==> src/rtl/regfile_mp.sv <==
// Purpose : multi-port register file, 1 write + 2 registered reads, with a sequential clear sweep.
// Latency : reads 1 cycle (address sampled at elk edge, data valid after it); writes land at the edge.
// Backpres: writes arriving while busy are dropped and flagged by a one-cycle wr_drop pulse.
//
// Ports:
//   elk, rst               clock (rising edge) and synchronous active-high reset
//   wr_en/wr_addr/wr_data  write request
//   rd_addrA/rd_addrB      read addresses; rd_dataA/rd_dataB registered read data
//   clr_start              starts a DEPTH-cycle sweep that zeroes every register
//   busy                   high while the sweep runs
//   wr_drop                pulses the cycle after a write was rejected because of busy
//
// Optional feature: define REGFILE_MP_BYPASS_EN to forward an accepted write to a read
// port reading the same address in the same cycle. Without it the pre-write value is read.
module regfile_mp #(
  parameter int DATA_W   = 32,
  parameter int ADDR_W   = 5,
  parameter int ZERO_REG = 1
) (
  input  logic              elk,
  input  logic              rst,
  input  logic              wr_en,
  input  logic [ADDR_W-1:0] wr_addr,
  input  logic [DATA_W-1:0] wr_data,
  input  logic [ADDR_W-1:0] rd_addrA,
  input  logic [ADDR_W-1:0] rd_addrB,
  input  logic              clr_start,
  output logic [DATA_W-1:0] rd_dataA,
  output logic [DATA_W-1:0] rd_dataB,
  output logic              busy,
  output logic              wr_drop
);

  localparam int DEPTH = 2**ADDR_W;

  typedef enum logic {IDLE, CLEAR} state_t;

  state_t            state;
  state_t            state_nxt;
  logic [ADDR_W-1:0] ptr;
  logic [ADDR_W-1:0] ptr_nxt;
  logic [DATA_W-1:0] mem [DEPTH];

  logic              wr_zero;
  logic              wr_acc;
  logic [DATA_W-1:0] rd_nxt_a;
  logic [DATA_W-1:0] rd_nxt_b;

  // busy comes straight from the state flop, so clr_start never reaches it combinationally.
  assign busy = (state == CLEAR);

  // Writes to the hard-wired zero register are swallowed without a drop indication.
  assign wr_zero = (ZERO_REG != 0) && (wr_addr == '0);
  assign wr_acc  = wr_en && !busy && !wr_zero;

  // Next-state logic: clr_start only matters in IDLE, so a running sweep is never restarted.
  always_comb begin
    state_nxt = state;
    ptr_nxt   = ptr;
    case (state)
      IDLE: begin
        if (clr_start) begin
          state_nxt = CLEAR;
          ptr_nxt   = '0;
        end
      end
      CLEAR: begin
        ptr_nxt = ptr + 1'b1;
        if (ptr == {ADDR_W{1'b1}}) begin
          state_nxt = IDLE;
          ptr_nxt   = '0;
        end
      end
      default: begin
        state_nxt = IDLE;
        ptr_nxt   = '0;
      end
    endcase
  end

  // Read data for the next cycle. The sweep is never bypassed: a read of the address being
  // cleared this cycle still returns the old contents.
  always_comb begin
    rd_nxt_a = mem[rd_addrA];
    rd_nxt_b = mem[rd_addrB];
    if ((ZERO_REG != 0) && (rd_addrA == '0)) rd_nxt_a = '0;
    if ((ZERO_REG != 0) && (rd_addrB == '0)) rd_nxt_b = '0;
`ifdef REGFILE_MP_BYPASS_EN
    // wr_acc already excludes rejected writes and zero-register writes.
    if (wr_acc && (wr_addr == rd_addrA)) rd_nxt_a = wr_data;
    if (wr_acc && (wr_addr == rd_addrB)) rd_nxt_b = wr_data;
`endif
  end

  always_ff @(posedge elk) begin
    if (rst) begin
      state    <= IDLE;
      ptr      <= '0;
      wr_drop  <= 1'b0;
      rd_dataA <= '0;
      rd_dataB <= '0;
    end else begin
      state    <= state_nxt;
      ptr      <= ptr_nxt;
      wr_drop  <= wr_en && busy;
      rd_dataA <= rd_nxt_a;
      rd_dataB <= rd_nxt_b;
    end
  end

  // Array storage. Accepted writes and sweep clears never coincide because writes are
  // only accepted while not busy.
  always_ff @(posedge elk) begin
    if (rst) begin
      for (int i = 0; i < DEPTH; i++) mem[i] <= '0;
    end else begin
      if (wr_acc) mem[wr_addr] <= wr_data;
      if (busy)   mem[ptr]     <= '0;
    end
  end

endmodule
==> config.mk <==
export PLATFORM = sky130hd
export DESIGN_NAME = regfile_mp
export DESIGN_NICKNAME = d
export VERILOG_FILES = /design/src/rtl/regfile_mp.sv
export SDC_FILE = /design/constraint.sdc
export NUM_CORES = 2
export LEC_CHECK = 0
export BUFFER_PORTS_ARGS = -buffer_cell sky130_fd_sc_hd__buf_4
export CAP_MARGIN = 0
export CELL_PAD_IN_SITES_DETAIL_PLACEMENT = 0
export CELL_PAD_IN_SITES_GLOBAL_PLACEMENT = 1
export CORE_MARGIN = 4
export CORE_UTILIZATION = 32
export DETAILED_ROUTE_END_ITERATION = 10
export GPL_TIMING_DRIVEN = 0
export PLACE_DENSITY = 0.62
export REMOVE_ABC_BUFFERS = 1
export SLEW_MARGIN = 15
export SYNTH_ARGS = -nofsm -noshare
export SYNTH_HDL_FRONTEND = slang
export SYNTH_SLANG_ARGS = --single-unit
==> constraint.sdc <==
create_clock -name elk -period 5.2 [get_ports elk]
set_input_delay 0.52 -clock elk [delete_from_list [all_inputs] [get_ports elk]]
set_output_delay 0.52 -clock elk [all_outputs]
set_load 0.03 [all_outputs]
# Yosys cells after proc, flatten, opt, wreduce, memory -nomap -nowiden
# Memory sizes are Yosys's and may differ from the RTL's. A register that Yosys moved wholly into a read port is not among the register bits.
# Cells that the tools add are included.
dict set report word_totals {
  ff_bits 7
  mem_bits_rw 1024
  inputBits 51
  output_inout_bits 66
  wordCells 40
  n_memories 1
}
# name words word_bits rd rd_ports_with_merged_regs wr line_no
set memory_table {}
lappend memory_table {mem 32 32 2 2 32 42} ;# logic [DATA_W-1:0] mem [DEPTH];
dict set report op_classes {
  add_sub_neg 1
  eq_ne 2
  mux 20
  bitwise_logic 1
  reduce_logical 12
}
# op n
set ops {}
lappend ops {{$mux 32} 2}
lappend ops {{$reduce_or 32->1} 2}
lappend ops {{$mux 5} 4}
lappend ops {{$logic_not 5->1} 3}
lappend ops {{$mux 1} 12}
lappend ops {{$pmux 5 s2} 1}
lappend ops {{$add 5x1->5 const B} 1}
lappend ops {{$eq 5x5->1 const B} 1}
lappend ops {{$reduce_or 2->1} 2}
lappend ops {{$logic_and 1x1->1} 3}
lappend ops {{$logic_not 1->1} 2}
lappend ops {{$ne 2x2->1 const B} 1}
lappend ops {{$pmux 1 s2} 1}
lappend ops {{$not 1->1} 1}

# Longest topological paths before layout
dict set report depth {
  ltp_word 9
  mapped_depth 9
  depth_no_buf 7
}

# Worst setup path before layout
# OpenSTA, ideal clock, no wires.
dict set report synth_timing {
  path_type {input port to flip-flop}
  startpoint {input port rst}
  endpoint {memory mem[22][0] (enable)}
  setup_time_ns 0.428
  arrival_time_ns 3.175
  t_required_ns 4.772
  slack_ns 1.597
  stages 8
  path_buffers 4
  cell_sequence {nand2b_1 -> buf_2 -> buf_4 -> mux2i_1 -> nand2_1 -> buf_2 -> buf_2 -> o21bai_1}
}
# item line_no
set synth_lines {}
lappend synth_lines {{from (decl)} 21} ;# input logic rst,
lappend synth_lines {{to (decl)} 42}

==> results.sh <==
export IMPL_cp_required_ns=5.61
export IMPL_antenna_found_initial=3
export IMPL_critical_path_class="reg2reg"
export IMPL_drt_wl_total_um=195000
export IMPL_final_cell_mix="edfxtp_1, nor3_1, mux4_2"
export IMPL_clockPowerShare=0.387
export IMPL_pin_count=117
export IMPL_start_util=0.323
export IMPL_worst_slack_ns=1.25
export IMPL_vias=36813
export IMPL_slew_violations=0
export IMPL_wl_per_cell_um=31.7
export IMPL_row_count=152
export IMPL_synthCells=3772
export IMPL_synthTopCellsByArea="edfxtp_1, mux4_2, nor3_1, mux2i_1, dfxtp_1"
export IMPL_postCtsSetupBuffers=0
export IMPL_dp_hpwl_um=124000
export IMPL_finalCritPeriodShare=0.759
export IMPL_cts_resized=0
export IMPL_cp_arrival_ns=4.36
export IMPL_drtPass1Iterations=5
export IMPL_holdCritPathClass="in2reg"
export IMPL_clk_pin_slew_ns=0.06
export IMPL_fin_util=0.378
export IMPL_cts_root_buf="clkbuf_16"
export IMPL_max_stage_delay_ns=0.71
export IMPL_cts_hold_buf=0
export IMPL_synth_async_reset_ratio=0
export IMPL_setup_tns_ns=0
export IMPL_placedCellCount=5914
export IMPL_crit_chain="nand2b_4 > buf_12 > mux2i_1 > nand2_4 > buf_16 > o21bai_4 > buf_12 > buf_12"
export IMPL_rsz0062_at_grt="no"
export IMPL_cp_slowest_cell="dfxtp_1"
export IMPL_fin_skew_ns=0.0289
export IMPL_synth_distinct_cells=53
export IMPL_grt_overflow_total=0
export IMPL_period_needed_ns=3.95
export IMPL_synth_enable_flop_cells=1024
export IMPL_clock_sinks=1095
export IMPL_synth_top_area_share=0.554
export IMPL_clk_latency_ns=0.74
export IMPL_yosys_area_top_type="edfxtp_1"
export IMPL_finalHoldViolCount=0
export IMPL_die_x_um=424
export IMPL_synth_ff_type="edfxtp_1"
export IMPL_cp_end_kind="flop"
export IMPL_grt_usage=0.213
export IMPL_p_comb_frac=0.134
export IMPL_vdd_drop_max_mv=0.278
export IMPL_syn_area_mm2=0.0555
export IMPL_seq_area_mm2=0.0322
export IMPL_yosysWarningCount=0
export IMPL_max_slew_margin=0.199
export IMPL_cts_buffers=119
export IMPL_grt_max_degree=72
export IMPL_h_tree_depth=3
export IMPL_setup_viol=0
export IMPL_fmax_ghz=0.253
export IMPL_die_h_um=424
export IMPL_crit_path_start_kind="flop"
export IMPL_switchingPower_mw=5.58
export IMPL_worst_slew_pin_slew_ns=1.20
export IMPL_cts_tree="built"
export IMPL_p_per_area_mw_per_mm2=327
export IMPL_drc_errors=0
export IMPL_syn_mean_instance_area_um2=14.7
export IMPL_mostFrequentLayoutCell="edfxtp_1"
export IMPL_dieArea_mm2=0.180
export IMPL_outcome="completed"
export IMPL_core_area_mm2=0.172
export IMPL_port_buffers=116
export IMPL_multi_input_area_mm2=0.0215
export IMPL_clk_path_buf_depth=3
export IMPL_critPathMostFrequentCell="buf_12"
export IMPL_ant_nets=0
export IMPL_synth_seq_area_share=0.580
export IMPL_grt_pass1_vias=37884
export IMPL_routabilityCongestion=0.726
export IMPL_nFillCells=16087
export IMPL_p_int_mw=15.6
export IMPL_final_cells=6137
export IMPL_drive_gt1_frac=0.259
export IMPL_critPathMaxFanout=52
export IMPL_pwr_share_seq=0.479
export IMPL_swShare=0.263
export IMPL_p_leak_nw=21.5
export IMPL_initialDrtViolationCount=4159
export IMPL_maxCapViolations=0
export IMPL_synth_seq_cells=1095
export IMPL_dp_slack_ns=0.739
export IMPL_viasPerCell=6.00
export IMPL_grt_pass1_wl_um=280000
export IMPL_final_nets=3778
export IMPL_syn2layout_area_growth_pct=17.2
==> layer usage <==
metal | wire length, µm | global-route usage | vias to the layer above | part of all wire
li1 | - | - | 15199 | -
met1 | 80000 | 0.290 | 19527 | 0.41
met2 | 93400 | 0.349 | 1719 | 0.48
met3 | 14300 | 0.0316 | 368 | 0.073
met4 | 7030 | 0.0736 | 0 | 0.036
met5 | 0 | 0 | - | 0
==> registers in the layout, summed over array words and instances, names as in the netlist <==
name and cells:
rd_dataB 32, wr_drop 1, busy 1, ptr 5, rd_dataA 32, mem 1024
==> kinds of logic (layout without fill, tap and decap cells) <==
| logic type | Yosys count | after routing | share of synthesized area |
|---|---|---|---|
| other cells | 1 | 34 | 0.0000676 |
| flops | 1095 | 1095 | 0.580 |
| simple gates | 1130 | 1130 | 0.0995 |
| compound gates | 306 | 306 | 0.0443 |
| mux | 732 | 732 | 0.232 |
| buf+inv | 506 | 528 | 0.0440 |
| fa+ha+maj | 2 | 2 | 0.000451 |
==> worst max-delay path: cells and delay by family, from the launching register on <==
kind | cells | cell delay [ns]
buffers and inverters | 4 | 1.13
flip-flops | 1 | 0.71
AO/OA/AOI/OAI | 1 | 0.52
multiplexers | 1 | 0.40
AND/OR/NAND/NOR | 2 | 0.79
==> power groups by stage <==
stage	registers [mW]	logic, mW	clock network [mW]
6_report	10.2	2.85	8.21
5_1_grt	10.2	2.96	8.69
4_1_cts	10.2	2.85	8.33
3_5_place_dp	10.3	2.84	0
3_3_place_gp	10.4	2.58	0
2_1_floorplan	10.4	1.24	0
==> layout make-up <==
cell class                      instances  share of cell area
Inverter                                3            0.000173
Tap cell                             2310              0.0445
Clock inverter                         71             0.00695
Multi-Input combinational cell       2202               0.331
Timing Repair Buffer                  304              0.0729
Antenna cell                            2           0.0000770
Sequential cell                      1095               0.495
Clock buffer                          150              0.0497
==> per-stage QoR <==
| stage | hold slack, ns | area [µm²] | total power, mW |
|---|---|---|---|
| 2_1_floorplan | 0.506 | 53100 | 11.6 |
| 3_3_place_gp | 0.559 | 56900 | 13.0 |
| 3_5_place_dp | 0.558 | 61300 | 13.2 |
| 4_1_cts | 0.0115 | 65000 | 21.3 |
| 5_1_grt | 0.0718 | 65000 | 21.9 |
| 6_report | 0.0607 | 65000 | 21.2 |
==> synthesized netlist by cell type, drive strengths merged, types with 11 or more instances <==
cell type and n:
o22a 32, nor3 919, nand2 66, a21oi 16, a22oi 11, buf 250
clkbuf 253, mux2 13, nor2 106, mux4 439, a2111oi 24, a22o 51
o221ai 60, mux2i 280, a211oi 37, o21bai 29, dfxtp 71, edfxtp 1024
o22ai 26
==> final timing paths <==
| check | from | to | slack, ns | cells after the start |
|---|---|---|---|---|
| min | wr_en | wr_drop | 0.06 | 3 |
| max reg2reg | busy | mem[22][2] | 1.25 | 8 |
| min reg2reg | ptr[0] | ptr[3] | 0.57 | 2 |
| max | busy | mem[22][2] | 1.25 | 8 |
Note: power is estimated with default switching activity, not from simulation.
